**src/rtl/merge4_pkg.sv**
```systemverilog
// Shared types and helpers for the 4-way merge/distribute datapath.
package merge4_pkg;

  localparam int unsigned NUM_CH = 4;

  // Channel index; same encoding as the distributor select.
  typedef logic [1:0] sel_t;

  // Next round-robin position; the 2-bit add wraps 3 -> 0.
  function automatic sel_t rr_next(sel_t x);
    return x + 2'd1;
  endfunction

endpackage

```
**src/rtl/rr_arb4.sv**
```systemverilog
// Combinational 4-way round-robin arbiter: first requester at or after ptr wins.
module rr_arb4
  import merge4_pkg::*;
(
  input  logic [NUM_CH-1:0] req,
  input  sel_t              ptr,
  output sel_t              gnt,
  output logic              any
);

  sel_t idx;

  // Scan ptr, ptr+1, ptr+2, ptr+3 (mod 4) and take the first valid request.
  always_comb begin
    gnt = ptr;
    any = 1'b0;
    idx = ptr;
    for (int k = 0; k < NUM_CH; k++) begin
      idx = ptr + sel_t'(k);
      if (!any && req[idx]) begin
        gnt = idx;
        any = 1'b1;
      end
    end
  end

endmodule

```
**src/rtl/merge4_rr.sv**
```systemverilog
// Four-to-one round-robin stream merger with a single registered output stage.
// out_sel tags each word with its source channel for downstream routing.
// Optional per-channel saturating grant counters: define MERGE4_GRANT_CNT_EN.
module merge4_rr
  import merge4_pkg::*;
#(
  parameter int unsigned width = 8,
  parameter int unsigned CNT_W = 16
) (
  input  logic                     clk,
  input  logic                     rst,
  input  logic [NUM_CH-1:0]        in_valid,
  input  logic [NUM_CH*width-1:0]  in_data,
  output logic [NUM_CH-1:0]        in_ready,
  output logic                     out_valid,
  output logic [width-1:0]         out_data,
  output sel_t                     out_sel,
  input  logic                     out_ready
`ifdef MERGE4_GRANT_CNT_EN
  ,
  output logic [NUM_CH*CNT_W-1:0]  grant_cnt
`endif
);

  sel_t             ptr;
  sel_t             gnt;
  logic             any;
  logic             load;
  logic             take;
  logic [width-1:0] ch_data [NUM_CH];

  for (genvar i = 0; i < NUM_CH; i++) begin : g_unpack
    assign ch_data[i] = in_data[i*width +: width];
  end

  rr_arb4 u_arb (
    .req (in_valid),
    .ptr (ptr),
    .gnt (gnt),
    .any (any)
  );

  // Output stage can accept a word when empty or being drained this cycle.
  always_comb begin
    load     = !out_valid || out_ready;
    in_ready = 4'b0000;
    if (load && any && !rst) begin
      in_ready = 4'b0001 << gnt;
    end
    take = |in_ready;
  end

  // Pointer and output register; a simultaneous drain and fill replaces the word.
  always_ff @(posedge clk) begin
    if (rst) begin
      out_valid <= 1'b0;
      out_data  <= '0;
      out_sel   <= '0;
      ptr       <= '0;
    end else if (take) begin
      out_valid <= 1'b1;
      out_data  <= ch_data[gnt];
      out_sel   <= gnt;
      ptr       <= rr_next(gnt);
    end else if (out_ready) begin
      out_valid <= 1'b0;
    end
  end

`ifdef MERGE4_GRANT_CNT_EN
  logic [CNT_W-1:0] cnt [NUM_CH];

  // Per-channel handshake counters that stick at all-ones instead of wrapping.
  always_ff @(posedge clk) begin
    if (rst) begin
      for (int i = 0; i < NUM_CH; i++) begin
        cnt[i] <= '0;
      end
    end else begin
      for (int i = 0; i < NUM_CH; i++) begin
        if (in_ready[i] && (cnt[i] != {CNT_W{1'b1}})) begin
          cnt[i] <= cnt[i] + 1'b1;
        end
      end
    end
  end

  for (genvar i = 0; i < NUM_CH; i++) begin : g_cnt_out
    assign grant_cnt[i*CNT_W +: CNT_W] = cnt[i];
  end
`else
  // Counter width is meaningful only when the counters are built.
  logic [31:0] unused_cnt_w;
  assign unused_cnt_w = CNT_W;
`endif

endmodule

```
**config.mk**
```make
export PLATFORM = sky130hd
export DESIGN_NAME = merge4_rr
export DESIGN_NICKNAME = d
export VERILOG_FILES = /design/src/rtl/merge4_pkg.sv /design/src/rtl/rr_arb4.sv /design/src/rtl/merge4_rr.sv
export SDC_FILE = /design/constraint.sdc
export NUM_CORES = 1
export LEC_CHECK = 0
export CORE_MARGIN = 5
export CORE_UTILIZATION = 38
export CTS_CLUSTER_DIAMETER = 120
export DETAILED_ROUTE_END_ITERATION = 12
export PLACE_DENSITY = 0.88
export SLEW_MARGIN = 20
export SYNTH_ARGS = -nofsm -noshare
export SYNTH_HDL_FRONTEND = slang
export SYNTH_SLANG_ARGS = --single-unit
```
**constraint.sdc**
```tcl
create_clock -name clk -period 4.97 [get_ports clk]
set_input_delay 1.491 -clock clk [delete_from_list [all_inputs] [get_ports clk]]
set_output_delay 1.491 -clock clk [all_outputs]
set_load 0.02 [all_outputs]
```
* After elaboration in Yosys (flattened, before gate mapping)
Cells that the tools add are included.
** Storage, ports and cells
- Flip-flop bits (word level) :: 13
- Logic and storage cells :: 49
** Cells by class
- $add $sub $neg :: 4
- $lt $le $gt $ge :: 5
- Shift-type cells :: 1
- Mux-type cells :: 21
- Bitwise operators :: 1
- Reductions and logical operators :: 13
** Operators with widths (number)
- 8-bit binary-select mux with 2-bit select :: 1
- 8-bit 2-to-1 mux :: 2
- 2-bit by 3-bit less-than comparator with 1-bit output (second input constant) :: 4
- 1-bit 2-to-1 mux :: 10
- 1-bit binary-select mux with 2-bit select :: 4
- 2-bit 2-to-1 mux :: 3
- 1-bit logical AND :: 5
- 1-bit logical NOT :: 5
- 2-bit by 1-bit adder with 2-bit output (second input constant) :: 2
- 2-bit adder (second input constant) :: 2
- 4-bit 2-to-1 mux :: 1
- 4-bit OR reduction :: 1
- 1-bit by 2-bit left shift with 4-bit output (first input constant) :: 1
- 3-bit greater-or-equal comparator (second input constant) :: 1
- 2-bit NOT with 3-bit output :: 1
- 2-bit nonzero test :: 1
- 1-bit logical OR :: 1

* Logic depth before layout (Yosys ltp)
- Depth in word-level cells :: 17
- Mapped depth :: 6
- Depth with buffers taken out :: 5

* By module
Synthesis repeated with hierarchy kept, for this count alone.
** Unflattened totals
- Cells, all modules :: 95
- Area, all modules :: 918.4 sq um
** By module, submodules not included
- merge4_rr :: times used 1, cells each 79, area an instance 822.0 sq um, sequential area each 260.2 sq um
- rr_arb4 :: times used 1, cells each 16, area an instance 96.3 sq um, sequential area each 0.0 sq um

* Least setup slack after synthesis
Ideal clock, no wire load.
- Path kind :: input to output
- From :: input in_valid[0]
- To :: output in_ready[0]
- Data arrival time :: 2.486 ns
- Required time :: 3.479 ns
- Setup slack :: 0.993 ns
- Stages on the path :: 6
- Path buffers :: 1
- Path through :: nor2b_2 > a21oi_1 > o221a_4 > nand2b_4 > buf_6 > nor2_1
** Between the ends
- Word-level cells in the longest chain between the ends :: 15
- Elaborated cells on any way between the ends :: 25
- Those cells by class :: shift: 1; mux: 16; reduce/logical: 8
** RTL lines
- from (decl) :: RTL line merge4_rr.sv:12 : input logic [NUM_CH-1:0] in_valid,
- 1-bit binary-select mux with 2-bit select :: RTL line rr_arb4.sv:20 : if (!any && req[idx]) begin
- 1-bit 2-to-1 mux (not written as such) :: RTL line rr_arb4.sv:20
- 1-bit 2-to-1 mux :: RTL line rr_arb4.sv:20
- 1-bit logical NOT :: RTL line rr_arb4.sv:20
- 1-bit logical AND :: RTL line rr_arb4.sv:20
- 1-bit 2-to-1 mux :: RTL line rr_arb4.sv:20
- 1-bit logical NOT :: RTL line rr_arb4.sv:20
- 1-bit logical AND :: RTL line rr_arb4.sv:20
- 1-bit 2-to-1 mux :: RTL line rr_arb4.sv:20
- 1-bit logical NOT :: RTL line rr_arb4.sv:20
- 1-bit logical AND :: RTL line rr_arb4.sv:20
- 1-bit 2-to-1 mux :: RTL line rr_arb4.sv:20
- 1-bit logical AND (2 in a row) :: RTL line merge4_rr.sv:47 : if (load && any && !rst) begin
- 4-bit 2-to-1 mux * :: RTL line merge4_rr.sv:47
- to (decl) :: RTL line merge4_rr.sv:14 : output logic [NUM_CH-1:0] in_ready,
Every way passes the cells marked *; elsewhere a longest branch is shown, timed or not. The select of a mux whose other input is x is not followed.

* Worst setup path in the final report
Same ends and word-level chain as after synthesis.

==> reports/qor.yml <==
global_routing:
  grt_pass1_wl_um: 4440
  grt_max_degree: 10
  overflow: 0
  antenna_found_initial: 0
  grtUsageTotal_pct: 17.7
  grt_pass1_vias: 972
floorplanning:
  dieArea_mm2: 0.00317
  pin_count: 54
  core_mm2: 0.00200
  rows: 16
  die_y_um: 56.3
  initial_core_util_pct: 40.7
  die_w_um: 56.3
yosys:
  synthCells: 87
  syn_area_um2: 815
  yosysTopAreaCell: "dfxtp_1"
  synth_cell_types: 24
  avgSynthCellArea_um2: 9.36
  ys_top_cells_by_area: "dfxtp_1 32%, mux2i_1 22%, o221ai_1 7.5%"
  syn-num-nets: 126
  synth_seq_cells: 13
  ys_warn_count: 0
  ys_seq_area_share_pct: 32.0
  synth_largest_type_area_fraction_pct: 32.0
cts:
  clockBufferDepth: 2
  cts.reportedPaths.clkPinSlew_ps: 80
  tritoncts: "built"
  insertion_delay_ps: 290
  cts_buffers: 3
  htreeDepth: 1
  clock-sinks: 13
  cts_hold_buf: 0
  cts-root-buf: "clkbuf_4"
power_and_ir_drop:
  p_comb_share_pct: 47.3
  power.share.clock_pct: 18.5
  power.internal_uw: 251
  power.switching_uw: 134
  p_per_area_mw_per_mm2: 270
  leakagePower_nw: 0.615
  vdd_ir_drop_max_v: 0.000223
  switching_share_pct: 34.7
  p_seq_share_pct: 34.2
run:
  cap_violations: 0
sta:
  finClkSkew_ps: 8.11
  grt_setup_unrepaired: "no"
  drv_slew: 0
  timing.slew.headroom_pct: 59.8
  tightest_slew_ps: 601
  period_needed_ps: 4720
  min_period_over_period_pct: 94.9
  fin_ws_ps: 252
  setup_viol: 0
  hold_viol_final: 0
  max_freq_ghz: 0.212
placement:
  hpwl_um: 2220
  portBuffers: 53
  placed_cells: 171
  place_congestion: 0.824
  pre_cts_slack_ps: -9.44
detailed_routing:
  viasPerCell: 5.17
  drt_wl_total_um: 2750
  avgRoutedWirePerCell_um: 15.7
  top_layer: "met4"
  vias: 905
  drtIter0Drc: 8
  dr_wl_met3_um: 173
  drc: 0
  wl_met2_um: 1490
  dr.pass1.iters: 2
  final_antenna_net_count: 0
  wirelength_met1_um: 1020
critical_path:
  cp-start-kind: "primary input"
  path_class: "in -> out"
  critPathCaptureType: "output pin"
  crit_arrival_ps: 3230
  required_ps: 3480
  cp_max_fo: 5
hold_path:
  hp-class: "reg -> reg"
finish:
  nets: 188
  fin_cells: 175
  drive_above_1_share_pct: 12.8
  syn_to_final_growth_pct: 75.1
  num-fill-cells: 144
  antenna_cells: 0
status:
  status: "finished clean"
layout make-up:
type / count / area (um2) / share of cell area (%)
Clock buffer: 4 / 26.3 / 1.84
Sequential cell: 13 / 260 / 18.2
Timing Repair Buffer: 60 / 586 / 41.1
Multi-Input combinational cell: 67 / 505 / 35.4
Inverter: 4 / 15.0 / 1.05
Tap cell: 27 / 33.8 / 2.37
critical path, stage by stage:
cell and delay, ps:
clkdlybuf4s50_1 570, nor2b_2 200, a21oi_1 70, o221a_4 300, nand2b_4 150, nor2_1 90, dlygate4sd2_1 350
power by group through the flow:
stage | sequential (mW) | clock, mW | combinational, mW
after global placement | 0.133 | 0 | 0.177
after detailed placement | 0.134 | 0 | 0.183
after CTS | 0.131 | 0.0742 | 0.183
after global routing | 0.134 | 0.0777 | 0.194
final | 0.132 | 0.0711 | 0.182
after floorplan | 0.149 | 0 | 0.0850
stage by stage:
step                      area [um2]  utilization, %  hold WS, ps  power [mW]  TNS, ps
after global routing            1430            71.3          501       0.405        0
final                           1430            71.3          467       0.385        0
after detailed placement        1400            69.8          453       0.317    -10.9
after CTS                       1420            71.0          473       0.388        0
after floorplan                  815               -          508       0.234        0
after global placement          1400            69.8          445       0.310        0
metal layers:
metal | up-vias | GRT usage, %
met5 | - | 0
met4 | 0 | 10.2
met3 | 7 | 6.42
met2 | 30 | 31.4
met1 | 430 | 17.6
li1 | 438 | -
sequential cells by signal, summed over array words and instances (netlist names):
register   count
out_valid      1
ptr            2
out_data       8
out_sel        2
placed cells by master, fill, tap and decap left out, drive strengths merged:
cell type | netlist | routed
inv | 4 | 4
mux2i | 18 | 18
xnor2 | 1 | 1
a21oi | 5 | 5
clkbuf | 0 | 4
a21o | 1 | 1
o221ai | 8 | 8
a211oi | 2 | 2
nor2 | 10 | 10
clkdlybuf4s50 | 0 | 49
nor2b | 2 | 2
nand2 | 12 | 12
buf | 3 | 7
or2 | 1 | 1
nand2b | 1 | 1
dfxtp | 13 | 13
o21ai | 3 | 3
nor4 | 1 | 1
and2b | 1 | 1
o221a | 1 | 1
dlygate4sd2 | 0 | 2
dlymetal6s2s | 0 | 2
cells by family (layout without fill, tap and decap cells):
group	after synthesis	after routing	synth area share [%]
compound gates	20	20	21.4
xor+xnor	1	1	1.08
buf+inv	7	68	5.99
flops	13	13	32.0
mux	18	18	22.1
simple gates	28	28	17.5
final timing paths:
kind	cells past startpoint	start	to	slack [ps]
min	2	out_data[7]	out_data[7]	470
max	7	in_valid[0]	in_ready[0]	250
min reg2reg	2	out_data[7]	out_data[7]	470
max reg2reg	6	ptr[0]	out_data[3]	3280
Yosys cell counts:
master / n
inv_1: 4
or2_1: 1
nor4_2: 1
a21oi_4: 1
nor2b_2: 1
o221ai_2: 1
o21ai_2: 1
dfxtp_1: 13
a211oi_1: 2
xnor2_1: 1
mux2i_1: 18
o221ai_1: 7
nand2_1: 11
nand2b_4: 1
o21ai_0: 1
a21oi_1: 4
o21ai_1: 1
and2b_4: 1
buf_6: 3
a21o_1: 1
o221a_4: 1
nor2_1: 10
nand2_2: 1
nor2b_1: 1
what timing repair did:
action                                  4_1_cts  5_1_grt
gates cloned                                  0        0
setup buffers                                 0        0
endpoints found under the setup margin        2        2
gates resized for setup                       2        2
Note: power is estimated with default switching activity, not from simulation.
